===== src/rtl/mult_pkg.sv =====
// Shared definitions for the iterative shift-add multiplier.
// Optional early termination is selected by the MULT_EARLY_TERM_EN macro.
package mult_pkg;

    localparam int WIDTH_DEF  = 32;
    localparam int CNT_W_DEF  = 6;
    localparam int PROD_W_DEF = 2 * WIDTH_DEF;

    typedef enum logic [1:0] {
        ST_IDLE = 2'b00,
        ST_BUSY = 2'b01,
        ST_FIN  = 2'b10
    } mult_state_e;

endpackage


===== src/rtl/mult_abs.sv =====
// Conditional two's-complement negate: used for operand magnitudes and
// for restoring the sign of the final product.
module mult_abs #(
    parameter int W = 32
) (
    input  logic         neg,
    input  logic [W-1:0] din,
    output logic [W-1:0] dout
);

    // Negate when requested, otherwise pass through
    always_comb begin
        if (neg) begin
            dout = ~din + W'(1);
        end else begin
            dout = din;
        end
    end

endmodule


===== src/rtl/mult_unit.sv =====
// Iterative radix-2 shift-add multiplier for MULT/MULTU; mult_done low while busy.
// Define MULT_EARLY_TERM_EN to finish as soon as the remaining multiplier bits are zero.
module mult_unit
    import mult_pkg::*;
#(
    parameter int WIDTH = WIDTH_DEF,
    parameter int CNT_W = CNT_W_DEF
) (
    input  logic             clk,
    input  logic             reset_n,
    input  logic             start_e,
    input  logic             signed_e,
    input  logic [WIDTH-1:0] srca_e,
    input  logic [WIDTH-1:0] srcb_e,
    output logic             mult_done,
    output logic [WIDTH-1:0] hi,
    output logic [WIDTH-1:0] lo
);

    localparam int PW = 2 * WIDTH;

    mult_state_e      state_r;
    mult_state_e      state_nxt_s;
    logic             start_q_r;
    logic [WIDTH-1:0] mag_a_r;
    logic [WIDTH-1:0] mag_b_r;
    logic             neg_r;
    logic [PW-1:0]    acc_r;
    logic [CNT_W-1:0] count_r;
    logic [WIDTH-1:0] hi_r;
    logic [WIDTH-1:0] lo_r;

    logic [WIDTH-1:0] mag_a_s;
    logic [WIDTH-1:0] mag_b_s;
    logic [PW-1:0]    prod_s;
    logic             accept_s;
    logic             last_s;

    mult_abs #(.W(WIDTH)) u_abs_a (
        .neg  (signed_e & srca_e[WIDTH-1]),
        .din  (srca_e),
        .dout (mag_a_s)
    );

    mult_abs #(.W(WIDTH)) u_abs_b (
        .neg  (signed_e & srcb_e[WIDTH-1]),
        .din  (srcb_e),
        .dout (mag_b_s)
    );

    mult_abs #(.W(PW)) u_fix (
        .neg  (neg_r),
        .din  (acc_r),
        .dout (prod_s)
    );

    // A held start_e must launch only once, so accept on its rising edge only
    assign accept_s = (state_r == ST_IDLE) & start_e & ~start_q_r;

`ifdef MULT_EARLY_TERM_EN
    assign last_s = (count_r == CNT_W'(WIDTH - 1)) |
                    (mag_b_r[WIDTH-1:1] == {(WIDTH-1){1'b0}});
`else
    assign last_s = (count_r == CNT_W'(WIDTH - 1));
`endif

    assign mult_done = (state_r == ST_IDLE);
    assign hi        = hi_r;
    assign lo        = lo_r;

    // State register
    always_ff @(posedge clk or negedge reset_n) begin
        if (!reset_n) begin
            state_r <= ST_IDLE;
        end else begin
            state_r <= state_nxt_s;
        end
    end

    // Next-state decode
    always_comb begin
        state_nxt_s = state_r;
        case (state_r)
            ST_IDLE: begin
                if (accept_s) begin
                    state_nxt_s = ST_BUSY;
                end else begin
                    state_nxt_s = ST_IDLE;
                end
            end
            ST_BUSY: begin
                if (last_s) begin
                    state_nxt_s = ST_FIN;
                end else begin
                    state_nxt_s = ST_BUSY;
                end
            end
            ST_FIN:  state_nxt_s = ST_IDLE;
            default: state_nxt_s = ST_IDLE;
        endcase
    end

    // Start edge detector
    always_ff @(posedge clk or negedge reset_n) begin
        if (!reset_n) begin
            start_q_r <= 1'b0;
        end else begin
            start_q_r <= start_e;
        end
    end

    // Operand latch, shift-add accumulation and result write-back
    always_ff @(posedge clk or negedge reset_n) begin
        if (!reset_n) begin
            mag_a_r <= {WIDTH{1'b0}};
            mag_b_r <= {WIDTH{1'b0}};
            neg_r   <= 1'b0;
            acc_r   <= {PW{1'b0}};
            count_r <= {CNT_W{1'b0}};
            hi_r    <= {WIDTH{1'b0}};
            lo_r    <= {WIDTH{1'b0}};
        end else begin
            case (state_r)
                ST_IDLE: begin
                    if (accept_s) begin
                        mag_a_r <= mag_a_s;
                        mag_b_r <= mag_b_s;
                        neg_r   <= signed_e & (srca_e[WIDTH-1] ^ srcb_e[WIDTH-1]);
                        acc_r   <= {PW{1'b0}};
                        count_r <= {CNT_W{1'b0}};
                    end
                end
                ST_BUSY: begin
                    // Product of two magnitudes fits in PW bits, so no carry out
                    if (mag_b_r[0]) begin
                        acc_r <= acc_r + ({{WIDTH{1'b0}}, mag_a_r} << count_r);
                    end
                    mag_b_r <= mag_b_r >> 1;
                    count_r <= count_r + CNT_W'(1);
                end
                ST_FIN: begin
                    hi_r <= prod_s[PW-1:WIDTH];
                    lo_r <= prod_s[WIDTH-1:0];
                end
                default: begin
                    hi_r <= hi_r;
                end
            endcase
        end
    end

endmodule


===== config.mk =====
export PLATFORM = sky130hd
export DESIGN_NAME = mult_unit
export DESIGN_NICKNAME = d
export VERILOG_FILES = /design/src/rtl/mult_pkg.sv /design/src/rtl/mult_abs.sv /design/src/rtl/mult_unit.sv
export SDC_FILE = /design/constraint.sdc
export NUM_CORES = 1
export LEC_CHECK = 0
export BUFFER_PORTS_ARGS = -buffer_cell sky130_fd_sc_hd__buf_4
export CORE_MARGIN = 3
export CORE_UTILIZATION = 62
export DETAILED_ROUTE_END_ITERATION = 7
export GPL_ROUTABILITY_DRIVEN = 0
export MAX_ROUTING_LAYER = met4
export PLACE_DENSITY = 0.79
export RECOVER_POWER = 100
export SLEW_MARGIN = 20
export SYNTH_ARGS = -nofsm -noshare
export SYNTH_HDL_FRONTEND = slang
export SYNTH_SLANG_ARGS = --single-unit

===== constraint.sdc =====
create_clock -name clk -period 8 [get_ports clk]
set_input_delay 1.6 -clock clk [delete_from_list [all_inputs] [get_ports clk]]
set_output_delay 1.6 -clock clk [all_outputs]
set_load 0.05 [all_outputs]

==> results of run 1 <==
[critical path, delay by kind of cell (launching register included)]
kind / cells / cell delay [ps]
multiplexers: 2 / 920
AND/OR/NAND/NOR: 3 / 290
adder cells (fa/ha/maj): 1 / 400
flip-flops: 1 / 1690
AO/OA/AOI/OAI: 9 / 3220
[worst max-delay path by stage]
stage	from	end	slack (ps)	cells past startpoint
finish	count_r[0]	acc_r[61]	1320	15
floorplan	count_r[0]	acc_r[61]	2270	20
detailed placement	count_r[0]	acc_r[61]	2230	15
CTS	count_r[0]	acc_r[61]	2220	15
global route	count_r[0]	acc_r[61]	880	15
global placement	count_r[0]	acc_r[61]	2340	15
[registers in the layout (all words and copies together) (netlist names)]
register   cells
count_r        6
lo            32
mag_a_r       32
start_q_r      1
state_r        2
acc_r         64
hi            32
neg_r          1
mag_b_r       32
[report_power, final]
group          internal (W)  switching [W]  leakage (nW)  total (W)
Clock              0.000635       0.000418         0.375    0.00105
Combinational       0.00175        0.00280          4.73    0.00455
Sequential          0.00132       0.000486          2.44    0.00181
Total               0.00370        0.00371          7.55    0.00741
[kinds of logic after synthesis]
group           count (synthesis)  synth area share
simple gates                  642             0.185
compound gates                630             0.237
flops                         202             0.318
xor+xnor                      177            0.0976
buf+inv                       156            0.0369
mux                            83            0.0712
fa+ha+maj                      68            0.0540
[routing by layer]
layer  global-route usage  wire (microns)  up-vias
met3               0.0386            3490      124
met2                0.465           18900      718
met5                    -               0        -
met4                0.115            1820        0
met1                0.420           18500     6930
li1                     -               -     7156
[cell type report]
| type | count | area, sq um | share of cell area |
|---|---|---|---|
| multi-input combinational | 1600 | 10300 | 0.589 |
| sequential | 202 | 5050 | 0.290 |
| timing repair buffer | 143 | 813 | 0.0467 |
| clock buffer | 29 | 608 | 0.0349 |
| tap | 324 | 405 | 0.0233 |
| clock inverter | 13 | 146 | 0.00841 |
| inverter | 34 | 128 | 0.00733 |
[synth_stat cells, drive strengths merged (3+ instances only)]
master  instances  area (sq um)
a22oi          31           233
a31oi          10          62.6
and4            3          26.3
and2           19           119
nand4          26           163
o211ai          5          37.5
nor3           26           135
a22o           10          87.6
a21oi         111           556
o22ai          17           106
o21bai         17           128
mux2i          41           410
a211oi          8          60.1
nand2         321          1200
buf            12          46.3
o41ai          17           149
nor4           14           103
xor2          111           972
inv            34           128
mux2           20           225
a221oi          4          35.0
nor3b           3          22.5
and3            9          56.3
a21o           36           270
a221o           3          30.0
xnor2          66           578
nand3          32           165
clkbuf        110           413
o21ai         297          1490
nor2b          10          62.6
nand2b         17           106
or3            14          87.6
ha             67           838
or4            15           124
mux4           22           495
o21a            5          37.5
nor2          114           428
dfrtp         202          5050
o31ai          38           299
nand3b          4          30.0
or2            12          75.1
o22a            3          26.3
[through the flow]
step	instances	utilization
final	2345	0.703
after global routing	2345	0.703
after CTS	2345	0.715
after detailed placement	2303	0.684
after global placement	2303	0.684
after floorplan	1958	-
==> results_tabular.tex, run 1 <==
\begin{tabular}{lr}
\hline
Metric & Value \\
\hline
\multicolumn{2}{l}{\textbf{Power}} \\
Total power of the final layout & 0.00741 W \\
Total leakage power & 7.55 nW \\
Power density relative to cell area & 426 nW/um\^{}2 \\
Maximum vdd drop & 0.235 mV \\
\multicolumn{2}{l}{\textbf{Synthesis}} \\
Flip-flop and latch count after synthesis & 202 \\
Number of warnings printed during yosys synthesis & 0 \\
Most common flop cell mapped by yosys & sky130\_fd\_sc\_hd\_\_dfrtp\_1 \\
Number of distinct library cell variants in the gate-level netlist after synthesis & 69 \\
Post-Syn Area per Cell & 8.11 sq um \\
Fraction of the yosys area taken by sequential cells & 0.318 \\
Share of synthesized registers carrying an async set or reset & 1.00 \\
Area of the mapped netlist & 15,900 sq um \\
Net count after synthesis & 2,094 \\
Gate count of the mapped netlist & 1,958 \\
Number of enable-type register cells in the synthesized netlist & 0 \\
\multicolumn{2}{l}{\textbf{STA}} \\
Layout Skew & 12.6 ps \\
Setup violators final & 0 \\
Setup Total Neg Slack & 0 ps \\
Final hold vios & 0 \\
Final number of max-transition violations & 469 \\
Tcrit/Tclk final & 0.835 \\
Final critical-path setup slack & 1320 ps \\
Minimum period implied by the final worst setup slack & 6680 ps \\
Slew of the pin with the lowest slew margin & 4330 ps \\
Maximum operating frequency & 150 MHz \\
Unrepaired setup endpoints after global routing & false \\
Fin Hold WS & 474 ps \\
Slew headroom & -1.89 \\
\multicolumn{2}{l}{\textbf{Worst setup path}} \\
Largest driver fanout on the critical path & 46 \\
Length in cells of the worst reg-to-reg path & 15 \\
CP Cell Sequence & mux4\_2 > mux2i\_1 > nor2\_1 > a21oi\_1 > nor2\_1 > ha\_1 > nand4\_1 > a211oi\_1 > o21ai\_0 > a211oi\_1 > o21ai\_0 > a2111oi\_0 > o21bai\_1 > o21a\_1 > o311a\_1 \\
Critical Path Sink Type & flop \\
Delay contributed by the slowest stage of the critical path & 1690 ps \\
Startpoint of the worst register-to-register path & count\_r[0] \\
Critical path start-end classification & flop to flop \\
Slowest stage cell, crit path & sky130\_fd\_sc\_hd\_\_dfrtp\_1 \\
CP Data Required Time & 8410 ps \\
Flop2flop setup slack & 1320 ps \\
Data arrival time of the worst path & 7080 ps \\
Kind of launch point of the worst setup path & flop \\
End of the worst register-to-register path & acc\_r[61] \\
\multicolumn{2}{l}{\textbf{Hold path}} \\
Worst Hold Path Cells & 2 \\
Hold crit path type & flop to flop \\
Worst Hold Launch & hi[12] \\
Sink of the worst hold path & hi[12] \\
\multicolumn{2}{l}{\textbf{Clock network}} \\
CTS tree & yes \\
Post-CTS Setup Bufs & 0 \\
Clock input transition at the sequential cells of the worst setup and hold paths & 60 ps \\
Hold\_buf cts & 0 \\
Number of clock sinks seen by CTS & 202 \\
H-tree lvl count & 1 \\
Root Buffer & sky130\_fd\_sc\_hd\_\_clkbuf\_16 \\
Longest Clk Path Bufs & 3 \\
Post-cts sizing count & 0 \\
Total CTS buffers & 23 \\
Clock latency of the later-clocked register in the worst-skew pair & 520 ps \\
\multicolumn{2}{l}{\textbf{Floorplan}} \\
Starting Density & 0.642 \\
Die height & 166 microns \\
Chip width & 166 microns \\
Total die area & 27,600 sq um \\
Ports & 133 \\
Floorplan Core Area & 24,700 sq um \\
Count of standard-cell rows & 57 \\
\multicolumn{2}{l}{\textbf{Placed design}} \\
Standard cell area after detailed placement & 16,900 sq um \\
Number of input and output port buffers inserted & 132 \\
Pre-CTS setup slack & 2230 ps \\
Detailed placement HPWL & 32,100 microns \\
\multicolumn{2}{l}{\textbf{Detailed routing}} \\
Final routed DRC violation total & 0 \\
Detailed-routing iteration count for the pre-antenna-repair pass & 7 \\
Post-Route WL & 42,700 microns \\
Iter 0 DRT Violations & 1,578 \\
Remaining number of nets flagged by the antenna check after routing & 0 \\
Wire per inst & 18.2 microns \\
Vias per cell & 6.37 \\
Total number of vias & 14,900 \\
\multicolumn{2}{l}{\textbf{Layout}} \\
Most frequent standard cell in the layout excluding fill and tap cells & sky130\_fd\_sc\_hd\_\_nand2\_1 \\
Highest-count cells in the layout ignoring fill and taps & sky130\_fd\_sc\_hd\_\_nand2\_1 (321), sky130\_fd\_sc\_hd\_\_o21ai\_0 (296), sky130\_fd\_sc\_hd\_\_dfrtp\_1 (202) \\
\# fillers & 2,026 \\
Fraction of final layout cells sized beyond drive strength 1 & 0.0861 \\
Final instance area & 17,400 sq um \\
\# diodes & 0 \\
Syn-to-layout area delta & 9.59\% \\
Nets@finish & 2,140 \\
\multicolumn{2}{l}{\textbf{Global routing}} \\
Via count of the first global-routing pass & 13,600 \\
Global routing usage summed across all routing layers & 0.305 \\
GRT Residual Overflow & 0 \\
Largest net degree at the start of global routing & 122 \\
Antenna violations before repair & 0 \\
Global-route wire length before repair & 69,200 microns \\
\multicolumn{2}{l}{\textbf{Run status}} \\
Result of the run & finished, violations left \\
Failing checks & capacitance limit, slew limit \\
\multicolumn{2}{l}{\textbf{Flow run}} \\
Max-cap violations & 7 \\
\hline
\end{tabular}
Power figures use the tool's default switching activity.
==> inputs of run 2 (changes only) <==
==> constraint.sdc (replaced) <==
create_clock -name clk -period 6.3 [get_ports clk]
set_input_delay 1.26 -clock clk [delete_from_list [all_inputs] [get_ports clk]]
set_output_delay 1.26 -clock clk [all_outputs]
set_load 0.05 [all_outputs]
==> results_tabular.tex, run 2 (same netlist as run 1, synthesis figures left out) <==
\begin{tabular}{lr}
\hline
Metric & Value \\
\hline
\multicolumn{2}{l}{\textbf{STA}} \\
Minimum period implied by the final worst setup slack & 5970 ps \\
Unrepaired setup endpoints after global routing & false \\
Final hold vios & 0 \\
Layout Skew & 12.7 ps \\
Setup violators final & 0 \\
Maximum operating frequency & 167 MHz \\
Final critical-path setup slack & 327 ps \\
Final number of max-transition violations & 365 \\
Slew headroom & -1.93 \\
Tcrit/Tclk final & 0.948 \\
Slew of the pin with the lowest slew margin & 4390 ps \\
Setup Total Neg Slack & 0 ps \\
\multicolumn{2}{l}{\textbf{Layout}} \\
Most frequent standard cell in the layout excluding fill and tap cells & sky130\_fd\_sc\_hd\_\_nand2\_1 \\
\# diodes & 0 \\
Fraction of final layout cells sized beyond drive strength 1 & 0.0909 \\
Nets@finish & 2,145 \\
Highest-count cells in the layout ignoring fill and taps & sky130\_fd\_sc\_hd\_\_nand2\_1 (321), sky130\_fd\_sc\_hd\_\_o21ai\_0 (296), sky130\_fd\_sc\_hd\_\_dfrtp\_1 (200) \\
Largest reg by FF count & acc\_r \\
Flip-flop count of the largest register, all copies and words added & 64 \\
Utilization after layout & 0.707 \\
Syn-to-layout area delta & 10.1\% \\
Non-filler cells in the finished layout & 2,348 \\
\multicolumn{2}{l}{\textbf{Global routing}} \\
GRT Residual Overflow & 0 \\
Largest net degree at the start of global routing & 129 \\
Antenna violations before repair & 0 \\
Global routing usage summed across all routing layers & 0.312 \\
Via count of the first global-routing pass & 13,700 \\
Global-route wire length before repair & 70,800 microns \\
\multicolumn{2}{l}{\textbf{Floorplan}} \\
Ports & 133 \\
Starting Density & 0.642 \\
Die height & 166 microns \\
Total die area & 27,600 sq um \\
Count of standard-cell rows & 57 \\
Chip width & 166 microns \\
Floorplan Core Area & 24,700 sq um \\
\multicolumn{2}{l}{\textbf{Detailed routing}} \\
Post-Route WL & 43,300 microns \\
Iter 0 DRT Violations & 1,839 \\
Vias per cell & 6.43 \\
Final routed DRC violation total & 0 \\
Detailed-routing iteration count for the pre-antenna-repair pass & 6 \\
Wire per inst & 18.4 microns \\
Total number of vias & 15,100 \\
Remaining number of nets flagged by the antenna check after routing & 0 \\
\multicolumn{2}{l}{\textbf{Worst setup path}} \\
Length in cells of the worst reg-to-reg path & 14 \\
Startpoint of the worst register-to-register path & count\_r[2] \\
Worst setup path start & count\_r[2] \\
End of the worst register-to-register path & acc\_r[61] \\
Critical path start-end classification & flop to flop \\
CP Data Required Time & 6710 ps \\
Largest driver fanout on the critical path & 25 \\
Critical Path Sink Type & flop \\
Critical path capture point & acc\_r[61] \\
Data arrival time of the worst path & 6380 ps \\
Flop2flop setup slack & 330 ps \\
Kind of launch point of the worst setup path & flop \\
\multicolumn{2}{l}{\textbf{Clock network}} \\
Clock input transition at the sequential cells of the worst setup and hold paths & 60 ps \\
Root Buffer & sky130\_fd\_sc\_hd\_\_clkbuf\_16 \\
Longest Clk Path Bufs & 3 \\
Clock latency of the later-clocked register in the worst-skew pair & 530 ps \\
CTS tree & yes \\
Post-CTS Setup Bufs & 0 \\
Total CTS buffers & 23 \\
Hold\_buf cts & 0 \\
Post-cts sizing count & 0 \\
Number of clock sinks seen by CTS & 202 \\
H-tree lvl count & 1 \\
\multicolumn{2}{l}{\textbf{Power}} \\
Maximum vdd drop & 0.250 mV \\
Total power of the final layout & 0.00952 W \\
Power density relative to cell area & 544 nW/um\^{}2 \\
Total leakage power & 7.58 nW \\
\multicolumn{2}{l}{\textbf{Placed design}} \\
Pre-CTS setup slack & 609 ps \\
Placed Cells & 2,308 \\
Detailed placement HPWL & 32,200 microns \\
Number of input and output port buffers inserted & 132 \\
\multicolumn{2}{l}{\textbf{Run status}} \\
Failing checks & capacitance limit, slew limit \\
Result of the run & finished, violations left \\
\multicolumn{2}{l}{\textbf{Flow run}} \\
Max-cap violations & 5 \\
\multicolumn{2}{l}{\textbf{Hold path}} \\
Hold crit path type & flop to flop \\
Worst Hold Launch & lo[29] \\
\hline
\end{tabular}
run 2: worst min-delay path by stage:
stage / to / cells after the start / slack, ps
after floorplan: mag_b_r[0] / 2 / 460
after global placement: hi[2] / 2 / 460
after detailed placement: hi[31] / 2 / 470
after CTS: hi[31] / 2 / 480
after global routing: lo[19] / 2 / 500
final: lo[29] / 2 / 470
run 2: final cells by class:
class,count,area [sq um]
timing repair buffer,148,853
sequential,202,5060
multi-input combinational,1600,10300
clock inverter,11,139
clock buffer,29,648
inverter,34,128
fill,1978,7260
tap,324,405
run 2: where the power goes:
group          switching (W)  leakage [nW]  internal [W]
logic                0.00362          4.75       0.00222
clock network       0.000546         0.387      0.000847
registers           0.000611          2.44       0.00168
total                0.00477          7.58       0.00475
run 2: worst max-delay path: stages (launching register included):
cell and delay [ps]:
sky130_fd_sc_hd__dfrtp_1 770, sky130_fd_sc_hd__clkbuf_1 900, sky130_fd_sc_hd__mux2_2 430, sky130_fd_sc_hd__o21ai_0 280
sky130_fd_sc_hd__mux2i_1 170, sky130_fd_sc_hd__and2_0 180, sky130_fd_sc_hd__ha_1 400, sky130_fd_sc_hd__nand2_1 150
sky130_fd_sc_hd__o31ai_1 280, sky130_fd_sc_hd__a311oi_1 140, sky130_fd_sc_hd__or2_2 340, sky130_fd_sc_hd__a2111oi_0 890
sky130_fd_sc_hd__o21bai_1 310, sky130_fd_sc_hd__o21a_1 270, sky130_fd_sc_hd__o311a_1 330
run 2: routing by layer:
layer  track usage  routed length [microns]  vias up
met5             -                        0        -
met4         0.110                     1670        0
met3        0.0483                     4150      123
met2         0.455                    18700      759
met1         0.447                    18800     7045
li1              -                        -     7163
run 2: per-stage QoR:
step / hold slack (ps) / cell area, sq um
3_5_place_dp: 471 / 17000
6_report: 472 / 17500
4_1_cts: 484 / 17800
5_1_grt: 499 / 17500
3_3_place_gp: 461 / 17000
2_1_floorplan: 460 / 15900
